File: src/rtl/wr_ctrl_burst.sv
// wr_ctrl_burst: moves a packet from a show-ahead FIFO to Avalon-MM as aligned write bursts.
// Optional trailing-word byte enables are built when WR_CTRL_BYTEENABLE_EN is defined.
//
// state | meaning
// IDLE  | ready, waiting for wr_ctrl
// CALC  | size the next burst (first pass also sizes the packet)
// BURST | issue the beats of the current burst
// DONE  | transfer finished, waiting for wr_ctrl to drop
module wr_ctrl_burst #(
  parameter int DATA_W    = 32,
  parameter int ADDR_W    = 32,
  parameter int MAX_BURST = 16,
  parameter int BURST_W   = 16
) (
  input  logic               clk,
  input  logic               reset,
  input  logic               wr_ctrl,
  input  logic [31:0]        control,
  input  logic [ADDR_W-1:0]  pkt_begin,
  input  logic [ADDR_W-1:0]  pkt_end,
  input  logic [ADDR_W-1:0]  write_address,
  input  logic [DATA_W-1:0]  fifo_out,
  input  logic               empty,
  output logic               rd_from_fifo,
  output logic               wr_ctrl_rdy,
  output logic [ADDR_W-1:0]  address,
  output logic [DATA_W-1:0]  writedata,
  output logic               write,
  output logic [BURST_W-1:0] burstcount,
  input  logic               waitrequest
`ifdef WR_CTRL_BYTEENABLE_EN
  ,
  output logic [DATA_W/8-1:0] byteenable
`endif
);

  localparam int BYTES = DATA_W / 8;
  localparam int LOG2B = (BYTES > 1) ? $clog2(BYTES) : 0;
  localparam int LEN_W = $clog2(MAX_BURST) + 1;

  typedef enum logic [1:0] {IDLE, CALC, BURST, DONE} state_t;

  state_t            state;
  logic              first;
  logic [ADDR_W-1:0] begin_q, end_q, base_q;
  logic [ADDR_W-1:0] cur_addr, rem;
  logic [LEN_W-1:0]  len, beat_cnt;

  logic [ADDR_W-1:0] diff, words, aligned, calc_addr, calc_rem, off, btb, len_full;
  logic              empty_pkt, in_burst, accept, last_beat;
  logic              control_unused;

  assign control_unused = ^control;

  // Sizing path: the first CALC works from the latched packet, later ones from the running pointers.
  always_comb begin
    diff      = end_q - begin_q;
    words     = ADDR_W'(({1'b0, diff} + (ADDR_W+1)'(BYTES - 1)) >> LOG2B);
    aligned   = base_q & ~ADDR_W'(BYTES - 1);
    empty_pkt = (end_q <= begin_q);
    calc_addr = first ? aligned : cur_addr;
    calc_rem  = first ? words : rem;
    off       = (calc_addr >> LOG2B) & ADDR_W'(MAX_BURST - 1);
    btb       = ADDR_W'(MAX_BURST) - off;
    len_full  = (calc_rem < btb) ? calc_rem : btb;
  end

  assign in_burst     = (state == BURST) && reset;
  assign write        = in_burst && !empty;
  assign accept       = write && !waitrequest;
  assign rd_from_fifo = accept;
  assign writedata    = in_burst ? fifo_out : '0;
  assign wr_ctrl_rdy  = reset && ((state == IDLE) || (state == DONE));
  assign last_beat    = accept && (beat_cnt == LEN_W'(1));

`ifdef WR_CTRL_BYTEENABLE_EN
  logic [ADDR_W-1:0] tail_bytes;
  logic [BYTES-1:0]  tail_be;

  always_comb begin
    tail_bytes = diff & ADDR_W'(BYTES - 1);
    tail_be    = (tail_bytes == '0) ? '1 : ~({BYTES{1'b1}} << tail_bytes);
    byteenable = '0;
    if (in_burst)
      byteenable = ((beat_cnt == LEN_W'(1)) && (rem == ADDR_W'(len))) ? tail_be : '1;
  end
`endif

  always_ff @(posedge clk) begin
    if (!reset) begin
      state      <= IDLE;
      first      <= 1'b0;
      begin_q    <= '0;
      end_q      <= '0;
      base_q     <= '0;
      cur_addr   <= '0;
      rem        <= '0;
      len        <= '0;
      beat_cnt   <= '0;
      address    <= '0;
      burstcount <= '0;
    end else begin
      case (state)
        IDLE: begin
          if (wr_ctrl) begin
            begin_q <= pkt_begin;
            end_q   <= pkt_end;
            base_q  <= write_address;
            first   <= 1'b1;
            state   <= CALC;
          end
        end
        CALC: begin
          first <= 1'b0;
          if ((first && empty_pkt) || (calc_rem == '0)) begin
            state <= DONE;
          end else begin
            cur_addr   <= calc_addr;
            rem        <= calc_rem;
            len        <= LEN_W'(len_full);
            beat_cnt   <= LEN_W'(len_full);
            address    <= calc_addr;
            burstcount <= BURST_W'(LEN_W'(len_full));
            state      <= BURST;
          end
        end
        BURST: begin
          if (last_beat) begin
            cur_addr <= cur_addr + (ADDR_W'(len) << LOG2B);
            rem      <= rem - ADDR_W'(len);
            state    <= (rem == ADDR_W'(len)) ? DONE : CALC;
          end else if (accept) begin
            beat_cnt <= beat_cnt - LEN_W'(1);
          end
        end
        DONE: begin
          if (!wr_ctrl) state <= IDLE;
        end
        default: state <= IDLE;
      endcase
    end
  end

endmodule

File: config.mk
export PLATFORM = sky130hd
export DESIGN_NAME = wr_ctrl_burst
export DESIGN_NICKNAME = d
export VERILOG_FILES = /design/src/rtl/wr_ctrl_burst.sv
export SDC_FILE = /design/constraint.sdc
export NUM_CORES = 1
export LEC_CHECK = 0
export ABC_AREA = 1
export CAP_MARGIN = 20
export CORE_MARGIN = 2
export CORE_UTILIZATION = 55
export DETAILED_ROUTE_END_ITERATION = 6
export PLACE_DENSITY = 0.81
export SLEW_MARGIN = 10
export SYNTH_ARGS = -nofsm -noshare
export SYNTH_HDL_FRONTEND = slang
export SYNTH_SLANG_ARGS = --single-unit
File: constraint.sdc
create_clock -name clk -period 4.64 [get_ports clk]
set_clock_uncertainty 0.1 [all_clocks]
set_input_delay 0.464 -clock clk [delete_from_list [all_inputs] [get_ports clk]]
set_output_delay 0.464 -clock clk [all_outputs]
set_load 0.1 [all_outputs]
# After elaboration in Yosys (flattened, before gate mapping)
# Index checks and enable logic that the tools add are counted.
# word_totals
ram_bits	0
reg_bits	205
output_inout_bits	83
romBits	0
n_memories	0
word_cells	72
latch_bits	0
input_bits	165
# classes
multipliers	0
n_addsub	6
shifts	0
div_mod_pow	0
n_reduce_logical	20
n_lt_le_gt_ge	2
mux	22
n_bitwise	1
n_eq_ne	11
# ops
cell	count
$mux 32	7
$pmux 32 s2	2
$add 32x2->33 const B	1
$add 32x7->32	1
$eq 32x5->1	1
$le 32x32->1	1
$logic_not 32->1	1
$lt 32x32->1	1
$sub 32x32->32	1
$sub 32x5->32	1
$mux 5	4
$ne 2x2->1 const B	6
$pmux 5 s2	1
$mux 2	4
$pmux 2 s4	1
$logic_and 1x1->1	6
$reduce_and 2->1	3
$reduce_and 3->1	2
$sub 5x4->6 const A	1
$eq 5x1->1 const B	1
$sub 5x1->5 const B	1
$eq 2x2->1 const B	2
$reduce_and 4->1	1
$reduce_bool 2->1	2
other kinds (7)	10

# Logic depth before layout (Yosys ltp)
# depth
word_depth	7
ltp_mapped	32
mapped_depth_nobuf	31

# Worst setup path before layout
# No wires, ideal clock.
# synth_path
path_kind	input to register
from	input reset
to	register cur_addr[15]
n_path_buf	3
arrival_time_ps	4296
setup_ps	115
stages	10
required_time_ps	4425
setup_slack_ps	129
path_cell_list	clkbuf_1 nand2_1 nor3_1 a21oi_1 clkinv_1 clkbuf_1 buf_1 nand3_1 nand2_1 nor2_1
# synth_via
elab_chain_cells	6
# synth_lines
element	line_no	source
from (decl)	16	input logic reset,
$logic_and 1x1->1	68	assign in_burst = (state == BURST) && reset;
$logic_and 1x1->1	69	assign write = in_burst && !empty;
$logic_and 1x1->1	70	assign accept = write && !waitrequest;
via rd_from_fifo	24	output logic rd_from_fifo,
$logic_and 1x1->1	74	assign last_beat = accept && (beat_cnt == LEN_W'(1));
$ne 2x2->1 (no line)	n/a	
$reduce_and 3->1 (no line)	n/a	
to (signal assigned)	118	cur_addr <= calc_addr;
to (signal assigned)	129	cur_addr <= cur_addr + (ADDR_W'(len) << LOG2B);
to (decl)	46	logic [ADDR_W-1:0] cur_addr, rem;
# The timed path passes the listed nets, and every way through them passes these cells.
# A chain may end at the register's enable or synchronous reset.

# Final worst setup path
# layout_path
from	register end_q[0]
to	register cur_addr[14]
# layout_via
elab_chain_cells	7
elab_cells_between_ends	9
cone_classes	add/sub (2); order compare (1); eq/ne (1); mux (1); reduce/logical (4)
# layout_lines
element	line_no	source
from (decl)	45	logic [ADDR_W-1:0] begin_q, end_q, base_q;
from (signal assigned)	107	end_q <= pkt_end;
$sub 32x32->32	57	diff = end_q - begin_q;
$add 32x2->33	58	words = ADDR_W'(({1'b0, diff} + (ADDR_W+1)'(BYTES - 1)) >> LOG2B);
$mux 32	62	calc_rem = first ? words : rem;
$logic_not 32->1	115	if ((first && empty_pkt) || (calc_rem == '0)) begin
$logic_or 1x1->1 (*)	115	
$ne 2x2->1 (no line) (*)	n/a	
$reduce_and 3->1 (no line) (*)	n/a	
# Every way passes the cells marked *; elsewhere a longest branch is shown, timed or not.

==> impl_table.tex <==
\begin{tabular}{lr}
\hline
Metric & Value \\
\hline
\multicolumn{2}{l}{\textbf{Pwr}} \\
Standby leakage power & 0.008726 uW \\
Switching Fraction & 55.05\% \\
Relative contribution of sequential cells to total power & 18.2\% \\
Clk pwr share & 14.5\% \\
Power density over cell area & 793.0 nW/um\^{}2 \\
Internal power of the cells & 6420 uW \\
VDD IR max & 474.1 uV \\
Proportion of power drawn by combinational gates & 67.3\% \\
Net switching power & 7861 uW \\
\multicolumn{2}{l}{\textbf{Synthesis}} \\
Area contributors post-synth & sky130\_fd\_sc\_hd\_\_dfxtp\_1 27\%, sky130\_fd\_sc\_hd\_\_nand2\_1 16\%, sky130\_fd\_sc\_hd\_\_nor2\_1 9.4\% \\
Part of the Yosys area used for sequential elements & 27.08\% \\
Synthesized netlist cell count & 2,542 \\
Cell taking the most area after synthesis & sky130\_fd\_sc\_hd\_\_dfxtp\_1 \\
Top FF cell, synth & sky130\_fd\_sc\_hd\_\_dfxtp\_1 \\
Most instantiated library cell after synthesis & sky130\_fd\_sc\_hd\_\_nand2\_1 \\
Commonest cells in the synthesized netlist & 652 x sky130\_fd\_sc\_hd\_\_nand2\_1, 374 x sky130\_fd\_sc\_hd\_\_nor2\_1, 321 x sky130\_fd\_sc\_hd\_\_inv\_1 \\
Number of warning messages in the yosys log & 0 \\
Post-synth ARST share & 0\% \\
Count of distinct cell types in the synthesized netlist & 51 \\
Synth Cell Area & 15,010 sq um \\
Flip-flop and latch count after synthesis & 203 \\
Number of enable flip-flop cells after synthesis & 0 \\
Average cell area after synthesis & 5.904 sq um \\
Portion of synthesized cell area occupied by the leading cell type & 27.08\% \\
\multicolumn{2}{l}{\textbf{Worst setup path}} \\
Largest fanout of any net on the critical path & 18 \\
Crit. End Element & flop \\
Data required time of the critical path & 4.98 ns \\
Type of origin of the critical path & flop \\
Arrival time of data at the critical path endpoint & 4.68 ns \\
Type of the worst setup path & reg2reg \\
Most frequent cell on the critical path & sky130\_fd\_sc\_hd\_\_nand2\_1 \\
Highest-delay cell along the critical path & sky130\_fd\_sc\_hd\_\_fa\_1 \\
CP peak stage delay & 0.45 ns \\
\multicolumn{2}{l}{\textbf{Clock tree}} \\
Sink count of the clock tree & 203 \\
Clock insertion delay at the later pin of the skew report & 0.55 ns \\
TritonCTS clock tree & built \\
Number of levels the H-tree was split into & 1 \\
\# hold bufs at CTS & 0 \\
Clock buffers created by TritonCTS & 24 \\
Maximum root-to-sink buffer count & 3 \\
Register clock-pin slew on the reported worst setup and hold paths & 0.06 ns \\
Root buf cell & sky130\_fd\_sc\_hd\_\_clkbuf\_16 \\
\multicolumn{2}{l}{\textbf{Floorplan}} \\
Placeable Area & 26,880 sq um \\
Die Area & 28,630 sq um \\
Number of placement rows & 60 \\
IO Count & 248 \\
Die Y-Extent & 169.2 microns \\
Initial standard-cell utilization of the core & 55.84\% \\
Chip width & 169.2 microns \\
\multicolumn{2}{l}{\textbf{Layout}} \\
Area taken by multi-input logic gates & 9154 sq um \\
FF+latch area & 4065 sq um \\
\# nets final & 2,913 \\
Fill cell total of the finished layout & 2,497 \\
Share of post-route cells with drive strength above 1 & 8.379\% \\
Ant. Diodes & 0 \\
Post-route core utilization & 67.01\% \\
Number of cells in the finished layout apart from fillers & 3,050 \\
Area growth syn-to-layout & 19.99\% \\
\multicolumn{2}{l}{\textbf{Placement}} \\
Final estimated routing congestion in global placement & 0.9285 \\
Buffers added on ports & 202 \\
DP HPWL & 33.24 mm \\
Post-Place Setup Slack & 0.3450 ns \\
Placed insts & 3,004 \\
\multicolumn{2}{l}{\textbf{STA}} \\
Setup-violating endpoint count in the final report & 0 \\
Headroom to the max-slew limit & 32.78\% \\
Period utilisation layout & 93.63\% \\
Min Clock Period, post-route & 4.344 ns \\
Hold Slack & 0.3534 ns \\
Final Hold Vio Count & 0 \\
Slew Viols, Final & 0 \\
Fmax achieved & 230.2 MHz \\
Transition at the pin with the smallest max-transition slack & 1.005 ns \\
Worst Slack Setup Final & 0.2957 ns \\
\multicolumn{2}{l}{\textbf{Global routing}} \\
Overflow after GRT & 0 \\
Maximum number of pins on one net before global-route repair & 102 \\
Initial antenna violation count & 0 \\
Overall fraction of global-route tracks in use & 30.32\% \\
First-pass GRT wire length & 71.92 mm \\
Vias in the first global route & 14,890 \\
\multicolumn{2}{l}{\textbf{Min path}} \\
Classification of the worst-slack hold path & reg2reg \\
\multicolumn{2}{l}{\textbf{Route}} \\
Average wire per standard cell & 14.60 microns \\
Drt total wl & 44.53 mm \\
Iteration-0 DRC Markers & 1,585 \\
Remaining antenna violation count & 0 \\
Vias per std cell & 5.354 \\
Via total after detailed routing & 16,330 \\
Drt pass-1 iters & 7 \\
DRC & 2 \\
\multicolumn{2}{l}{\textbf{Outcome}} \\
Violated checks & DRC \\
Status & finished, violations left \\
\multicolumn{2}{l}{\textbf{Run}} \\
Number of maximum-capacitance violations & 0 \\
\hline
\end{tabular}
[final cells by class]
cell class                      instances  area share (%)
Clock buffer                           29           3.662
Clock inverter                         15           1.188
Inverter                              352           7.337
Multi-Input combinational cell       1882           50.83
Sequential cell                       203           22.57
Tap cell                              341           2.369
Timing Repair Buffer                  228           12.04
[state kept, by name, summed over array words and instances (netlist names)]
name      flops
beat_cnt      5
len           5
end_q        32
state         2
first         1
cur_addr     32
begin_q      32
rem          32
address      32
base_q       30
[cell families after synthesis]
kind of cell / after synthesis / synth area share (%)
compound gates: 413 / 14.19
xor+xnor: 31 / 1.809
fa+ha+maj: 57 / 4.902
buf+inv: 467 / 12.36
flops: 203 / 27.08
mux: 5 / 0.3335
other cells: 1 / 0.02499
simple gates: 1365 / 39.30
[worst max-delay path: cells and delay by family (launching register included)]
family	cells	cell delay, ns
simple gates	24	2.94
fa+ha+maj	2	0.60
buf+inv	3	0.32
flops	1	0.30
[placed cells by master, fill, tap and decap left out, types with 31 or more instances in the layout]
| master | instances |
|---|---|
| sky130_fd_sc_hd__ha_1 | 53 |
| sky130_fd_sc_hd__o21ai_0 | 194 |
| sky130_fd_sc_hd__clkdlybuf4s50_1 | 166 |
| sky130_fd_sc_hd__inv_1 | 321 |
| sky130_fd_sc_hd__nand2_1 | 651 |
| sky130_fd_sc_hd__nand3_1 | 166 |
| sky130_fd_sc_hd__a21oi_1 | 184 |
| sky130_fd_sc_hd__buf_4 | 58 |
| sky130_fd_sc_hd__nor2_1 | 371 |
| sky130_fd_sc_hd__nand4_1 | 35 |
| sky130_fd_sc_hd__dfxtp_1 | 202 |
| sky130_fd_sc_hd__or2_2 | 31 |
[path summary, 6_finish.rpt]
| check | from | endpoint | slack (ns) | cells past startpoint |
|---|---|---|---|---|
| hold reg to reg | base_q[19]$_SDFFE_PN0P_ | base_q[19]$_SDFFE_PN0P_ | 0.35 | 2 |
| hold / removal | base_q[19]$_SDFFE_PN0P_ | base_q[19]$_SDFFE_PN0P_ | 0.35 | 2 |
| setup / recovery | end_q[0]$_SDFFE_PN0P_ | cur_addr[14]$_SDFFE_PN0P_ | 0.30 | 29 |
| setup reg to reg | end_q[0]$_SDFFE_PN0P_ | cur_addr[14]$_SDFFE_PN0P_ | 0.30 | 29 |
[per-stage QoR]
step | TNS, ns | cell area [sq um] | total power, uW
2_1_floorplan | 0 | 15050 | 9834
4_1_cts | 0 | 17970 | 14130
3_5_place_dp | 0 | 17100 | 12010
6_report | 0 | 18010 | 14280
5_1_grt | -0.02931 | 18010 | 15590
3_3_place_gp | 0 | 17100 | 11790
[repair_timing]
item	4_1_cts	5_1_grt
setup buffers	0	2
setup endpoints to repair	0	16
resized for setup	0	7
[power by group through the flow]
stage          combinational, uW  sequential, uW  clock, uW
5_1_grt                    10800            2650       2160
3_3_place_gp                9190            2600          0
4_1_cts                     9450            2590       2090
2_1_floorplan               6750            3090          0
3_5_place_dp                9390            2620          0
6_report                    9610            2600       2070
[routing by layer]
| metal | track usage, % | share of wire [%] | vias up |
|---|---|---|---|
| met1 | 42.98 | 47 | 7370 |
| met5 | 0 | 0 | - |
| li1 | - | - | 8334 |
| met3 | 5.154 | 7.7 | 63 |
| met2 | 48.00 | 43 | 563 |
| met4 | 7.432 | 2.2 | 0 |
(Power assumes the default switching activity.)
